==> src/rtl/fp_add_arbiter.sv <==
`timescale 1ns/1ps
`default_nettype none
// ============================================================================
// Module   : fp_add_arbiter (with ieee754_adder)
// Purpose  : Round-robin sharing of one combinational FP adder among
//            NUM_REQ requesters, with a backpressured result port.
// Revision : 1.0 - initial release
// ============================================================================

module ieee754_adder (
    input  logic [31:0] i_a,
    input  logic [31:0] i_b,
    output logic [31:0] o_sum
);

    logic [7:0]  w_ea;
    logic [7:0]  w_eb;
    logic [23:0] w_ma;
    logic [23:0] w_mb;
    logic [7:0]  w_e_big;
    logic [7:0]  w_e_small;
    logic [23:0] w_m_big;
    logic [23:0] w_m_small;
    logic [7:0]  w_diff;
    logic [23:0] w_m_shift;
    logic [24:0] w_m_sum;
    logic [8:0]  w_e_res;
    logic [22:0] w_frac;

    // Operands are treated as positive; denormals use effective exponent 1.
    always_comb begin
        w_ea = (i_a[30:23] == 8'd0) ? 8'd1 : i_a[30:23];
        w_eb = (i_b[30:23] == 8'd0) ? 8'd1 : i_b[30:23];
        w_ma = {|i_a[30:23], i_a[22:0]};
        w_mb = {|i_b[30:23], i_b[22:0]};
        if (w_ea >= w_eb) begin
            w_e_big   = w_ea;
            w_e_small = w_eb;
            w_m_big   = w_ma;
            w_m_small = w_mb;
        end else begin
            w_e_big   = w_eb;
            w_e_small = w_ea;
            w_m_big   = w_mb;
            w_m_small = w_ma;
        end
        w_diff    = w_e_big - w_e_small;
        w_m_shift = (w_diff > 8'd23) ? 24'd0 : (w_m_small >> w_diff);
        w_m_sum   = {1'b0, w_m_big} + {1'b0, w_m_shift};
        if (w_m_sum[24]) begin
            w_e_res = {1'b0, w_e_big} + 9'd1;
            w_frac  = w_m_sum[23:1];
        end else if (!w_m_sum[23]) begin
            w_e_res = 9'd0;
            w_frac  = w_m_sum[22:0];
        end else begin
            w_e_res = {1'b0, w_e_big};
            w_frac  = w_m_sum[22:0];
        end
        o_sum = (w_e_res >= 9'd255) ? 32'h7F80_0000 : {1'b0, w_e_res[7:0], w_frac};
    end

endmodule

module fp_add_arbiter #(
    parameter int NUM_REQ = 4,
    parameter int ID_W    = 2
) (
    input  logic                    clk,
    input  logic                    rst,
    input  logic [NUM_REQ-1:0]      req_valid,
    input  logic [32*NUM_REQ-1:0]   req_a,
    input  logic [32*NUM_REQ-1:0]   req_b,
    output logic [NUM_REQ-1:0]      req_ready,
    output logic                    res_valid,
    input  logic                    res_ready,
    output logic [31:0]             res_data,
    output logic [ID_W-1:0]         res_id,
    output logic                    busy
);

    typedef enum logic [1:0] {
        S_IDLE = 2'd0,
        S_CALC = 2'd1,
        S_HOLD = 2'd2
    } state_t;

    state_t             r_state;
    logic [ID_W-1:0]    r_rr_ptr;
    logic [ID_W-1:0]    r_id;
    logic [31:0]        r_op_a;
    logic [31:0]        r_op_b;
    logic [31:0]        r_res_data;
    logic [ID_W-1:0]    r_res_id;
    logic               r_res_valid;

    logic [ID_W-1:0]    w_grant;
    logic [ID_W-1:0]    w_ptr_next;
    logic [NUM_REQ-1:0] w_onehot;
    logic               w_any;
    logic [31:0]        w_sel_a;
    logic [31:0]        w_sel_b;
    logic [31:0]        w_sum;
    int                 w_dist;
    int                 w_best;

    // Winner is the valid requester at the smallest rotated distance from rr_ptr.
    always_comb begin
        w_grant  = '0;
        w_onehot = '0;
        w_any    = 1'b0;
        w_sel_a  = '0;
        w_sel_b  = '0;
        w_dist   = 0;
        w_best   = NUM_REQ;
        for (int i = 0; i < NUM_REQ; i++) begin
            w_dist = i - int'(r_rr_ptr);
            if (w_dist < 0) begin
                w_dist = w_dist + NUM_REQ;
            end
            if (req_valid[i] && (w_dist < w_best)) begin
                w_best      = w_dist;
                w_grant     = ID_W'(i);
                w_onehot    = '0;
                w_onehot[i] = 1'b1;
                w_any       = 1'b1;
                w_sel_a     = req_a[32*i +: 32];
                w_sel_b     = req_b[32*i +: 32];
            end
        end
    end

    assign w_ptr_next = (w_grant == ID_W'(NUM_REQ-1)) ? '0 : w_grant + ID_W'(1);

    ieee754_adder u_adder (
        .i_a   (r_op_a),
        .i_b   (r_op_b),
        .o_sum (w_sum)
    );

    always_ff @(posedge clk or posedge rst) begin
        if (rst) begin
            r_state     <= S_IDLE;
            r_rr_ptr    <= '0;
            r_id        <= '0;
            r_op_a      <= '0;
            r_op_b      <= '0;
            r_res_data  <= '0;
            r_res_id    <= '0;
            r_res_valid <= 1'b0;
        end else begin
            case (r_state)
                S_IDLE: begin
                    if (w_any) begin
                        r_op_a   <= w_sel_a;
                        r_op_b   <= w_sel_b;
                        r_id     <= w_grant;
                        r_rr_ptr <= w_ptr_next;
                        r_state  <= S_CALC;
                    end
                end
                S_CALC: begin
                    r_res_data  <= w_sum;
                    r_res_id    <= r_id;
                    r_res_valid <= 1'b1;
                    r_state     <= S_HOLD;
                end
                S_HOLD: begin
                    if (res_ready) begin
                        r_res_valid <= 1'b0;
                        r_state     <= S_IDLE;
                    end
                end
                default: begin
                    r_state <= S_IDLE;
                end
            endcase
        end
    end

    assign req_ready = (r_state == S_IDLE) ? w_onehot : '0;
    assign busy      = (r_state != S_IDLE);
    assign res_valid = r_res_valid;
    assign res_data  = r_res_data;
    assign res_id    = r_res_id;

endmodule

`default_nettype wire

==> config.mk <==
export PLATFORM = sky130hd
export DESIGN_NAME = fp_add_arbiter
export DESIGN_NICKNAME = d
export VERILOG_FILES = /design/src/rtl/fp_add_arbiter.sv
export SDC_FILE = /design/constraint.sdc
export NUM_CORES = 1
export LEC_CHECK = 0
export BUFFER_PORTS_ARGS = -buffer_cell sky130_fd_sc_hd__buf_2
export CAP_MARGIN = 40
export CORE_MARGIN = 3
export CORE_UTILIZATION = 55
export DETAILED_ROUTE_END_ITERATION = 7
export HOLD_SLACK_MARGIN = 0.1
export PLACE_DENSITY = 0.86
export SYNTH_ARGS = -nofsm -noshare
export SYNTH_HDL_FRONTEND = slang
export SYNTH_SLANG_ARGS = --single-unit
==> constraint.sdc <==
create_clock -name clk -period 19.2 [get_ports clk]
set_input_delay 3.84 -clock clk [delete_from_list [all_inputs] [get_ports clk]]
set_output_delay 3.84 -clock clk [all_outputs]
set_load 0.005 [all_outputs]
Yosys cells after proc, flatten, opt, wreduce, memory -nomap -nowiden
Cells that the tools add are included.

$add $sub $neg: 12. $lt $le $gt $ge: 11. Eq/ne operators: 5. Shift operators: 1. Muxes and demuxes: 44. Reduce and logical (&&, ||, !) cells: 14.

Operator list (number): 31-bit 2-to-1 mux (9); 32-bit 2-to-1 mux (7); 32-bit < comparator (3); 24-bit 2-to-1 mux (3); 8-bit 2-to-1 mux (5); 32-bit by 4-bit < comparator with 1-bit output, second input constant (1); 24-bit by 24-bit adder with 25-bit output (1); 24-bit by 8-bit >> shifter with 24-bit output (1); 23-bit 2-to-1 mux (1); 3-bit by 4-bit adder with 5-bit output, second input constant (4); 8-bit logical NOT (2); 4-bit 2-to-1 mux (4); 8-bit OR reduction (2); 3-bit by 1-bit < comparator with 1-bit output, second input constant (4); 2-bit 2-to-1 mux (5); 8-bit by 1-bit adder with 9-bit output, second input constant (1); 9-bit by 8-bit greater-or-equal comparator with 1-bit output, second input constant (1); 9-bit 2-to-1 mux (1); 8-bit greater-or-equal comparator (1); 8-bit by 5-bit greater-than comparator with 1-bit output, second input constant (1); 8-bit subtractor (1); 1-bit 2-to-1 mux (7); 2-bit case mux with 3 select lines (1); 2-bit AND reduction (3); other kinds (10) (18).

Register bits: 103. Input bits: 263. Output and inout port bits: 40. Logic and storage cells: 95.

Logic depth before layout (Yosys ltp)
Word-level depth: 17. Gate-level depth with buffers: 43. Depth with buffers taken out: 30.

Modules after synthesis
Synthesis repeated with hierarchy kept, for this count alone.

Cells, all modules: 1319. Area, all modules: 10538.9 um^2.

Modules (own cells, without submodules): fp_add_arbiter (times used 1, cells an instance 627, area each 5839.4 um^2, seq. area each 2627.5 um^2); ieee754_adder (times used 1, cells an instance 692, area each 4699.5 um^2, seq. area each 0.0 um^2).

Worst setup path before layout
OpenSTA, ideal clock, no wires.

Path kind: input -> output. Start: in req_valid[0]. End: out req_ready[0]. Data arrival time: 6.840 ns. Required time: 15.360 ns. Setup slack: 8.520 ns. Stages: 15. Path buffers: 3. Path through: inv_1 > o32a_1 > ha_1 > o21a_1 > nor2_1 > o21ai_1 > clkbuf_1 > o21ai_0 > ha_1 > a21oi_1 > o21ai_0 > and3_1 > clkbuf_1 > clkbuf_1 > and2_1.

Cells in the longest elaborated chain, start to end: 12. Elaborated cells on any way between the ends: 15.

RTL lines: start: declaration (RTL line 71) `input logic [NUM_REQ-1:0] req_valid,`; 1-bit logical AND * (RTL line 121) `if (req_valid[i] && (w_dist < w_best)) begin`; 32-bit 2-to-1 mux (RTL line 121); 32-bit < comparator (RTL line 121); 1-bit logical AND (RTL line 121); 32-bit 2-to-1 mux (RTL line 121); 32-bit < comparator (RTL line 121); 1-bit logical AND (RTL line 121); 32-bit 2-to-1 mux (RTL line 121); 32-bit < comparator (RTL line 121); 1-bit logical AND (RTL line 121); 4-bit 2-to-1 mux * (RTL line 121); 4-bit 2-to-1 mux * (RTL line 181) `assign req_ready = (r_state == S_IDLE) ? w_onehot : '0;`; end: declaration (RTL line 74) `output logic [NUM_REQ-1:0] req_ready,`.

Mark *: on every way between the ends. The rest lies on a longest branch, timed or not.

Worst setup path after layout
Start: in req_valid[0]. End: out req_ready[1].

Cells in the longest elaborated chain, start to end: 12. Elaborated cells on any way between the ends: 14.

RTL lines (RTL line): 1-bit logical AND * (121); 32-bit 2-to-1 mux * (121); 32-bit < comparator (121); 1-bit logical AND (121); 32-bit 2-to-1 mux (121); 32-bit < comparator (121); 1-bit logical AND (121); 32-bit 2-to-1 mux (121); 32-bit < comparator (121); 1-bit logical AND (121); 4-bit 2-to-1 mux * (121); 4-bit 2-to-1 mux * (181).

Marked as above.

==> impl_metrics.ini <==
[sta]
fin_skew_ps = 9.577
finalSetupViolCount = 0
period_needed_ps = 11730
hold_viol = 0
rsz0062_at_grt = false
relSlewSlack = 0.3466
fmax_ghz = 0.08527
slew_violations = 0
fin_crit_sh = 0.6108
worstMarginPinSlew_ps = 980.1
finalSetupTns_ps = 0

[routing]
finalWirelength_um = 31810
drt_iter0_drc = 861
drtAntennaViolNets = 0
drc = 0
first_pass_iters = 6
routedWlPerCell_um = 18.51
wl_met2_um = 14740
top_layer_used = met5
num_vias = 10610
viasPerCell = 6.172
dr_wl_met3_um = 2325
wl_met1_um = 13990

[setup_path]
crit_top_cell = buf_4
worstPathCellList = buf_2 -> inv_1 -> o32a_1 -> ha_1 -> o21a_1 -> nor2_1 -> o21ai_1 -> buf_4 -> o21ai_0 -> ha_1 -> a21oi_1 -> o21ai_4 -> buf_4 -> and3_2 -> buf_4 -> nor2b_1 -> buf_2
arrival_ps = 7890
slowest_delay_ps = 470
required_ps = 15360
end_kind = primary output
crit_fanout = 53
crit_family = buffers and inverters
crit_buf_inv = 6
cp-start-kind = primary input
crit_path_top_delay_cell = buf_4
timing_worst_setup_path_type = primary input to primary output

[floorplanning]
fp.dieArea_mm2 = 0.01982
num_io_pins = 303
core_mm2 = 0.01754
num_rows = 48
fp.dieH_um = 140.8
start_util = 0.5698
fp.dieW_um = 140.8

[yosys]
synthesis.area_mm2 = 0.009992
post-synth-top-area-fraction = 0.2554
yosys_most_used_dff = dfrtp_1
synth-edff-count = 0
postSynthCellCount = 1262
synthTopCellsByArea = dfrtp_1 26%, a21oi_1 8.8%, nor2_1 8.4%
async_reset_ff_frac = 1.000
yosysWarningCount = 0
synth_seq_area_share = 0.2554
ys_seq_elements = 102
avgSynthCellArea_um2 = 7.918
ys_types = 81
yosys.area.top_type = dfrtp_1
synth_nets = 1562

[outcome]
status = finished, final reports clean

[clocking]
clk_pin_slew_worst_paths_ps = 70
htreeDepth = 3
clockRootBuffer = clkbuf_16
post_cts.repair.setup_buffers = 0
post_cts_resized = 0
cts_buffers = 9
cts_hold_buf = 0
cts_tree = done
clock_latency_ps = 360
clockBufferDepth = 2
clock_sinks = 102

[global_routing]
grt_pass1_vias = 9951
grt_max_degree = 94
antenna_found_initial = 3
grt-ovfl-total = 0
grt_usage = 0.3167
grt_pass1_wl_um = 51490

[place]
dp_hpwl_um = 24790
port_buffers = 293
gp_congestion = 1.001

[hold_path]
hold_class = flop to flop

[layout]
fillers = 1520
num-nets-final = 1786
drive_gt1_frac = 0.2871
synthToLayoutAreaGrowth_pct = 18.44

[job]
cap_violations = 0
==> kinds of logic after synthesis <==
family | Yosys count | synth area share
mux | 106 | 0.1407
xor+xnor | 32 | 0.02805
other cells | 1 | 0.0003753
compound gates | 427 | 0.2826
fa+ha+maj | 37 | 0.04708
flops | 102 | 0.2554
simple gates | 421 | 0.1871
buf+inv | 136 | 0.05860
==> final cells by class <==
cell class | instances | area [µm²] | area share
Clock buffer | 10 | 229.0 | 0.01935
Tap cell | 225 | 281.5 | 0.02379
Inverter | 31 | 118.9 | 0.01004
Antenna cell | 3 | 7.507 | 0.0006343
Timing Repair Buffer | 318 | 1688 | 0.1426
Multi-Input combinational cell | 1024 | 6905 | 0.5835
Sequential cell | 102 | 2552 | 0.2157
Clock inverter | 6 | 52.55 | 0.004440
==> registers in the layout (all words and copies together) (netlist names) <==
| register | cells |
|---|---|
| res_data | 31 |
| r_op_a | 31 |
| r_rr_ptr | 2 |
| r_op_b | 31 |
| r_state | 2 |
| res_id | 2 |
| res_valid | 1 |
| r_id | 2 |
==> cell usage after synthesis (7+ instances only) <==
library cell and number:
a221oi_1 55, a32oi_1 7, nand2b_1 9, nor2b_1 7, mux4_2 24, a31oi_1 36, buf_1 10, clkbuf_1 80
xnor2_1 21, mux2i_1 46, o21ai_0 34, dfrtp_1 102, mux2_2 36, a211oi_1 15, o21a_1 8, and2_1 8
nand4_1 8, o211ai_1 7, ha_1 36, inv_1 31, nor3_1 14, nand2_1 86, nor2_1 224, a21oi_1 176
nand3_1 27, xor2_1 11, a21boi_0 13, a21o_1 20
==> per-stage QoR <==
step / hold WS, ps / std cells / setup slack (ps) / cell area (µm²) / utilization
2_1_floorplan: 439.4 / 1262 / 8520 / 9992 / -
3_3_place_gp: 454.6 / 1693 / 7132 / 11460 / 0.6535
3_5_place_dp: 457.7 / 1699 / 7530 / 11540 / 0.6581
4_1_cts: 474.4 / 1715 / 7519 / 11820 / 0.6742
5_1_grt: 508.7 / 1718 / 7082 / 11830 / 0.6747
6_report: 470.1 / 1719 / 7473 / 11840 / 0.6749
==> metal layers <==
metal,global-route usage,vias up
li1,-,5105
met3,0.04953,57
met2,0.5018,443
met1,0.4520,5002
met5,0,-
met4,0.08822,2
==> cells in the final DEF (no fill, tap or decap), drive strengths merged, types with 8 or more instances in the layout <==
cell type / count
buf: 318
nor2: 224
a21oi: 176
dfrtp: 102
nand2: 87
a221oi: 55
mux2i: 46
mux2: 36
ha: 36
a31oi: 36
o21ai: 36
inv: 34
nand3: 27
mux4: 24
xnor2: 21
a21o: 21
nor3: 17
a211oi: 16
a21boi: 13
xor2: 11
nand2b: 10
clkbuf: 10
and2: 9
nand4: 8
o21a: 8
or4: 8
==> path summary, 6_finish.rpt <==
kind,start,endpoint,slack (ps),cells after the start
max in group asynchronous,rst,r_op_a[15],14520,3
max reg2reg,r_op_b[27],res_data[4],9480,34
min in group asynchronous,rst,res_data[29],3500,2
min,res_id[1],res_id[1],470,2
min reg2reg,res_id[1],res_id[1],470,2
max,req_valid[0],req_ready[1],7470,17
==> tightest hold or removal path: stages (launching register included) <==
cell     delay [ps]
dfrtp_1         340
nand2_1          50
nand2_1          50
Power is not shown: default switching activity piles up to over one toggle a cycle in this logic, so the estimate is an artifact.
